### config.mk
export PLATFORM = sky130hd
export DESIGN_NAME = serial_adder
export DESIGN_NICKNAME = d
export VERILOG_FILES = /design/src/rtl/serial_adder_pkg.sv /design/src/rtl/serial_adder_full_add.sv /design/src/rtl/serial_adder.sv
export SDC_FILE = /design/constraint.sdc
export NUM_CORES = 1
export LEC_CHECK = 0
export ABC_AREA = 1
export BUFFER_PORTS_ARGS = -buffer_cell sky130_fd_sc_hd__buf_4
export CORE_MARGIN = 5
export CORE_UTILIZATION = 45
export DETAILED_ROUTE_END_ITERATION = 7
export HOLD_SLACK_MARGIN = 0.02
export PLACE_DENSITY = 0.77
export SLEW_MARGIN = 20
export SYNTH_ARGS = -nofsm -noshare
export SYNTH_HDL_FRONTEND = slang
export SYNTH_HIERARCHICAL = 1
export SYNTH_SLANG_ARGS = --single-unit
### constraint.sdc
create_clock -name clk -period 2.2 [get_ports clk]
set_input_delay 0.11 -clock clk [delete_from_list [all_inputs] [get_ports clk]]
set_output_delay 0.11 -clock clk [all_outputs]
set_load 0.05 [all_outputs]
### src/rtl/serial_adder_pkg.sv
// rtl/serial_adder_pkg.sv - shared state encoding and default width for the bit-serial adder
package serial_adder_pkg;

  localparam int DEFAULT_WIDTH = 8;

  typedef enum logic [1:0] {
    IDLE = 2'd0,
    RUN  = 2'd1,
    DONE = 2'd2
  } state_t;

endpackage

### src/rtl/serial_adder_full_add.sv
// rtl/serial_adder_full_add.sv - single-bit combinational full adder cell
module full_add (
  input  logic a,
  input  logic b,
  input  logic cin,
  output logic sum,
  output logic cout
);

  assign sum  = a ^ b ^ cin;
  assign cout = (a & b) | (a & cin) | (b & cin);

endmodule

### src/rtl/serial_adder.sv
// rtl/serial_adder.sv - LSB-first bit-serial adder; SERIAL_ADDER_OVF_EN adds a signed-overflow output
module serial_adder
  import serial_adder_pkg::*;
#(
  parameter int WIDTH = DEFAULT_WIDTH
) (
  input  logic             clk,
  input  logic             rst,
  input  logic             start,
  input  logic [WIDTH-1:0] a,
  input  logic [WIDTH-1:0] b,
  input  logic             cin,
  output logic             busy,
  output logic             done,
  output logic [WIDTH-1:0] sum,
  output logic             cout
`ifdef SERIAL_ADDER_OVF_EN
  ,
  output logic             ovf
`endif
);

  localparam int CW = $clog2(WIDTH + 1);
  localparam logic [CW-1:0] LAST = CW'(WIDTH - 1);

  state_t           state_q, state_d;
  logic [WIDTH-1:0] a_q, a_d;
  logic [WIDTH-1:0] b_q, b_d;
  logic [WIDTH-1:0] sum_q, sum_d;
  logic             carry_q, carry_d;
  logic [CW-1:0]    cnt_q, cnt_d;
  logic             fa_sum, fa_cout;

  full_add u_full_add (
    .a    (a_q[0]),
    .b    (b_q[0]),
    .cin  (carry_q),
    .sum  (fa_sum),
    .cout (fa_cout)
  );

  always_comb begin
    state_d = state_q;
    a_d     = a_q;
    b_d     = b_q;
    sum_d   = sum_q;
    carry_d = carry_q;
    cnt_d   = cnt_q;
    unique case (state_q)
      IDLE: begin
        if (start) begin
          a_d     = a;
          b_d     = b;
          carry_d = cin;
          cnt_d   = '0;
          state_d = RUN;
        end
      end
      RUN: begin
        a_d     = a_q >> 1;
        b_d     = b_q >> 1;
        carry_d = fa_cout;
        sum_d   = {fa_sum, sum_q[WIDTH-1:1]};
        cnt_d   = cnt_q + 1'b1;
        if (cnt_q == LAST) state_d = DONE;
      end
      DONE: state_d = IDLE;
      default: state_d = IDLE;
    endcase
  end

  always_ff @(posedge clk or posedge rst) begin
    if (rst) begin
      state_q <= IDLE;
      a_q     <= '0;
      b_q     <= '0;
      sum_q   <= '0;
      carry_q <= 1'b0;
      cnt_q   <= '0;
    end else begin
      state_q <= state_d;
      a_q     <= a_d;
      b_q     <= b_d;
      sum_q   <= sum_d;
      carry_q <= carry_d;
      cnt_q   <= cnt_d;
    end
  end

`ifdef SERIAL_ADDER_OVF_EN
  logic ovf_q, ovf_d;

  // On the MSB cycle carry_q is the carry into the sign bit.
  always_comb begin
    ovf_d = ovf_q;
    if (state_q == RUN && cnt_q == LAST) ovf_d = carry_q ^ fa_cout;
  end

  always_ff @(posedge clk or posedge rst) begin
    if (rst) ovf_q <= 1'b0;
    else     ovf_q <= ovf_d;
  end

  assign ovf = ovf_q;
`endif

  assign busy = (state_q == RUN);
  assign done = (state_q == DONE);
  assign sum  = sum_q;
  assign cout = carry_q;

endmodule

* Word-level counts from Yosys, hierarchy flattened *
Index checks and enable logic that the tools add are counted.

cells by class
  multiplexer cells = 11
  bitwise logic cells = 7
  reductions and logical operators = 4
  equal/unequal tests = 5
  add/sub/neg operators = 1

operators by type and width
  operator             number
  $pmux 8 s2           2
  $mux 8               2
  $pmux 4 s2           1
  $add 4x1->4 const B  1
  $eq 4x3->1 const B   1
  $mux 2               2
  $mux 4               1
  $pmux 2 s2           1
  $reduce_and 2->1     2
  $and 1x1->1          3
  $eq 2x1->1 const B   1
  $eq 2x2->1 const B   1
  $logic_not 2->1      1
  $ne 2x1->1 const B   1
  $ne 2x2->1 const B   1
  $or 1x1->1           2
  $pmux 1 s2           1
  $reduce_bool 2->1    1
  $xor 1x1->1          2
  $mux 1               1

word-level totals
  flip-flop bits (word level) = 31
  word-level logic and storage cells = 34

* Depth between registers and ports, before layout *
  word-level depth = 4
  depth in mapped cells = 6
  gate-level depth less buffers = 5

* Cells and area by module *
Netlist, hierarchy kept.

modules (own cells, without submodules)
  module        area an instance (µm²)  cells an instance  instances  seq. area each (µm²)
  serial_adder  1370.1                  161                1          775.7
  full_add      20.0                    1                  1          0.0

* Worst setup path before layout *
No wires, ideal clock.

  path kind = register to register
  start = register carry_q, in the netlist cout
  end = register sum_q[7], in the netlist sum[7]
  stages on the path, launching flop included = 4
  data arrival time = 1.248 ns
  required time = 2.063 ns
  library setup time = 0.137 ns
  slack = 0.815 ns
  buffers on the path = 0
  cells stage by stage = dfrtp_1 fa_1 nand2_1 o21ai_0

on the way
  cells in the longest elaborated chain, start to end = 1

RTL lines
  item                      RTL line                     text
  start: declaration        serial_adder.sv:30           logic carry_q, carry_d;
  start signal: assignment  serial_adder.sv:85           carry_q <= carry_d;
  $xor 1x1->1               serial_adder_full_add.sv:10  assign sum = a ^ b ^ cin;
  net fa_sum                serial_adder.sv:32           logic fa_sum, fa_cout;
  end signal: assignment    serial_adder.sv:84           sum_q <= sum_d;
  end: declaration          serial_adder.sv:29           logic [WIDTH-1:0] sum_q, sum_d;

The timed path passes the listed nets, and every way through them passes these cells.
A chain may end at the register's enable or synchronous reset.

* Final worst setup path *
  start = register state_q[0]
  end = output busy

on the way
  cells in the longest elaborated chain, start to end = 1

RTL lines
  item                      RTL line             text
  start: declaration        serial_adder.sv:26   state_t state_q, state_d;
  start signal: assignment  serial_adder.sv:81   state_q <= state_d;
  $eq 2x1->1                serial_adder.sv:107  assign busy = (state_q == RUN);
  end: declaration          serial_adder.sv:13   output logic busy,

Every way passes these cells.

==> qor.csv <==
stage;metric;value;unit
yosys;syn avg cell area;8.581;um2
clock_network;maximum level of the CTS H-tree;2;
timing;hold violation count in the final report;0;
clock_network;clock network latency to the later pin of the worst-skew pair;0.34;ns
final_layout;diode count;0;
yosys;sequential-to-total area share from yosys stat;0.5581;
timing;clock period minus worst slack;1.592;ns
clock_network;hold buffer count at cts;16;
setup_path;Critical Path RT;2.09;ns
global_route;residual overflow from global routing;0;
setup_path;arrival time reported for the critical path endpoint;1.48;ns
yosys;FF+latch count, synth;31;
timing;Slew Limit Fails;0;
power_and_ir_drop;total power density per cell area;1358;nW/um2
drt;initial DRC count;61;
placed_design;placed cell count;219;
setup_path;capturing element type of the critical path;primary output;
setup_path;kind of critical path;flop to primary output;
clock_network;number of clock buffers inserted by TritonCTS;5;
clock_network;post-CTS setup repair buffer count;0;
setup_path;sequence of cells on the critical path;inv_2 > nor2_2 > buf_4;
floorplanning;Ports;31;
global_route;via count of the first global-routing pass;1179;
timing;Slew HR;0.6921;
power_and_ir_drop;Pleak;0.9615;nW
setup_path;kind of cell adding the most delay to the critical path;flip-flops;
setup_path;Worst path slowest cell;sky130_fd_sc_hd__dfrtp_1;
setup_path;cells on worst reg2reg path;6;
setup_path;worst stage delay on the critical path;0.45;ns
timing;final hold slack;0.04422;ns
timing;number of setup violations in the final report;0;
hold_path;class of the tightest hold or removal check;input pin to flop;
drt;Post-DRT Antenna Nets;0;
global_route;wire length of the first global-routing pass;5306;um
setup_path;terminus of the critical flop-to-flop path;cout$_DFFE_PP0P_;
drt;via density per instance;5.115;
drt;DR pass1 iterations;4;
setup_path;Critical R2R Launch;state_q[0]$_DFFE_PP0P_;
setup_path;register-to-register setup slack;0.75;ns
global_route;maximum number of pins on one net before global-route repair;33;
final_layout;fraction of final layout cells sized beyond drive strength 1;0.2143;
timing;setup TNS;0;ns
floorplanning;standard-cell rows;20;
clock_network;post-cts gate resize count;0;
clock_network;clock-pin slew on the worst setup and hold paths;0.09;ns
run_status;run status;finished, final reports clean;
timing;maximum clock frequency;628.0;MHz
setup_path;Worst Path Buf+Inv;2;
clock_network;clock root cell;sky130_fd_sc_hd__clkbuf_4;
hold_path;source of the worst hold timing path;b[0];
timing;clock skew;0.01479;ns
floorplanning;die span in y;65.58;um
floorplanning;initial standard-cell utilization of the core;0.4629;
placed_design;HPWL Detailed;2108;um
final_layout;most common library cell in the layout ignoring fill and taps;sky130_fd_sc_hd__nand2_1;
drt;post-detailed-routing wire length;3064;um
yosys;number of instances in the synthesized netlist;162;
power_and_ir_drop;maximum vdd drop;0.7159;mV
drt;post-DR wirelength/cell;12.61;um
final_layout;top library cells by usage in the layout, fill and taps aside;62 x sky130_fd_sc_hd__nand2_1, 38 x sky130_fd_sc_hd__nand3_1, 33 x sky130_fd_sc_hd__buf_4, 31 x sky130_fd_sc_hd__dfrtp_1, 16 x sky130_fd_sc_hd__dlygate4sd3_1;
clock_network;clock tree from TritonCTS;done;
setup_path;worst-path fanout max;13;
hold_path;WHS Path Cells;3;
hold_path;Endpoint, Worst Hold;b_q[0]$_DFFE_PP0P_;
job;reported max-cap violation count;0;
floorplanning;horizontal extent of the die;65.58;um
drt;overall via count from detail_route;1243;
global_route;overall track demand over capacity in global routing;0.1638;
clock_network;largest buffer count on any clock path;2;
placed_design;global placer's final weighted congestion;0.7455;
yosys;Distinct cells, synth;18;
timing;ratio of final minimum period to clock period;0.7238;
timing;setup repair after global routing missed its margin;no;
final_layout;signed area change from the synthesized netlist to the final layout;33.12;%
clock_network;number of sinks on the clock net;31;
final_layout;final cell utilization of the core;0.6163;
global_route;initial antenna violation count;0;
yosys;cell area after synthesis;1390;um2
placed_design;count of buffers inserted at the top-level ports;30;
final_layout;# nets final;231;
floorplanning;area of the die;4301;um2
yosys;post-synthesis net count;184;
final_layout;final standard cell count with taps included and fillers excluded;243;
yosys;number of synthesis warnings;6;
setup_path;startpoint class of the critical path;flop;
drt;DRC Markers;0;
floorplanning;area of the placeable core;3003;um2
timing;transition time at the pin with the least slew margin;0.4613;ns
-- registers in the layout (all words and copies together) (netlist names) --
register  count
cout          1
sum           8
state_q       2
b_q           8
cnt_q         4
a_q           8
-- area by class of cell --
| class | instances | area [um2] |
|---|---|---|
| multi-input cells | 115 | 530.5 |
| clock buffers | 8 | 68.82 |
| flip-flops and latches | 31 | 775.7 |
| well taps | 33 | 41.29 |
| fillers | 250 | 1152 |
| inverters | 7 | 26.28 |
| repair buffers | 49 | 407.9 |
-- routing by layer --
| metal | GRT usage | part of all wire | vias to the layer above | routed length, um |
|---|---|---|---|---|
| li1 | - | - | 614 | - |
| met1 | 0.1985 | 0.42 | 587 | 1298 |
| met2 | 0.2642 | 0.50 | 35 | 1539 |
| met3 | 0.05470 | 0.050 | 7 | 152 |
| met4 | 0.07254 | 0.024 | 0 | 74 |
| met5 | 0 | 0 | - | 0 |
-- power breakdown --
part	internal, mW	switching [mW]
registers	0.804	0.178
logic	0.386	0.765
clock network	0.188	0.191
total	1.38	1.13
-- worst max-delay path by stage --
| stage | cells past startpoint | start | to |
|---|---|---|---|
| 6_report | 3 | state_q[0]$_DFFE_PP0P_ | busy |
| 3_3_place_gp | 6 | state_q[0]$_DFFE_PP0P_ | cout$_DFFE_PP0P_ |
| 2_1_floorplan | 3 | cout$_DFFE_PP0P_ | sum[7]$_DFFE_PP0N_ |
| 5_1_grt | 3 | state_q[0]$_DFFE_PP0P_ | busy |
| 3_5_place_dp | 5 | state_q[1]$_DFFE_PP0P_ | b_q[0]$_DFFE_PP0P_ |
| 4_1_cts | 3 | state_q[0]$_DFFE_PP0P_ | busy |
-- Yosys cell counts --
master	number	area, um2
sky130_fd_sc_hd__nand2_1	62	232.7
sky130_fd_sc_hd__nand3_1	38	190.2
sky130_fd_sc_hd__dfrtp_1	31	775.7
sky130_fd_sc_hd__buf_2	7	35.03
sky130_fd_sc_hd__inv_1	5	18.77
sky130_fd_sc_hd__nor2_1	3	11.26
sky130_fd_sc_hd__o21ai_0	3	15.01
sky130_fd_sc_hd__buf_6	2	22.52
sky130_fd_sc_hd__inv_2	2	7.510
sky130_fd_sc_hd__a21oi_1	1	5.000
sky130_fd_sc_hd__fa_1	1	20.02
sky130_fd_sc_hd__ha_1	1	12.51
sky130_fd_sc_hd__nand2_2	1	6.260
sky130_fd_sc_hd__nand4_1	1	6.260
sky130_fd_sc_hd__nor2_2	1	6.260
sky130_fd_sc_hd__nor2_4	1	11.26
sky130_fd_sc_hd__o21ai_1	1	5.000
sky130_fd_sc_hd__xnor2_1	1	8.760
-- kinds of logic (layout without fill, tap and decap cells) --
| kind of cell | Yosys count | after routing | synth area share |
|---|---|---|---|
| adder cells (fa/ha/maj) | 2 | 2 | 0.02340 |
| AO/OA/AOI/OAI | 5 | 5 | 0.01799 |
| XOR/XNOR | 1 | 1 | 0.006302 |
| flip-flops | 31 | 31 | 0.5581 |
| AND/OR/NAND/NOR | 107 | 107 | 0.3339 |
| buffers and inverters | 16 | 64 | 0.06031 |
-- worst min-delay path: stages --
cell                      delay [ns]
sky130_fd_sc_hd__buf_4          0.08
sky130_fd_sc_hd__nand2_1        0.07
sky130_fd_sc_hd__nand3_1        0.08
-- metrics by stage --
step | power [mW] | setup WS [ns] | instance area (um2)
after floorplan | 1.840 | 0.8150 | 1390
after global placement | 2.079 | 0.8217 | 1622
after detailed placement | 2.133 | 0.7748 | 1622
after CTS | 2.531 | 0.5958 | 1851
after global routing | 2.701 | 0.4878 | 1851
final | 2.512 | 0.6076 | 1851
Note: power is estimated with default switching activity, not from simulation.
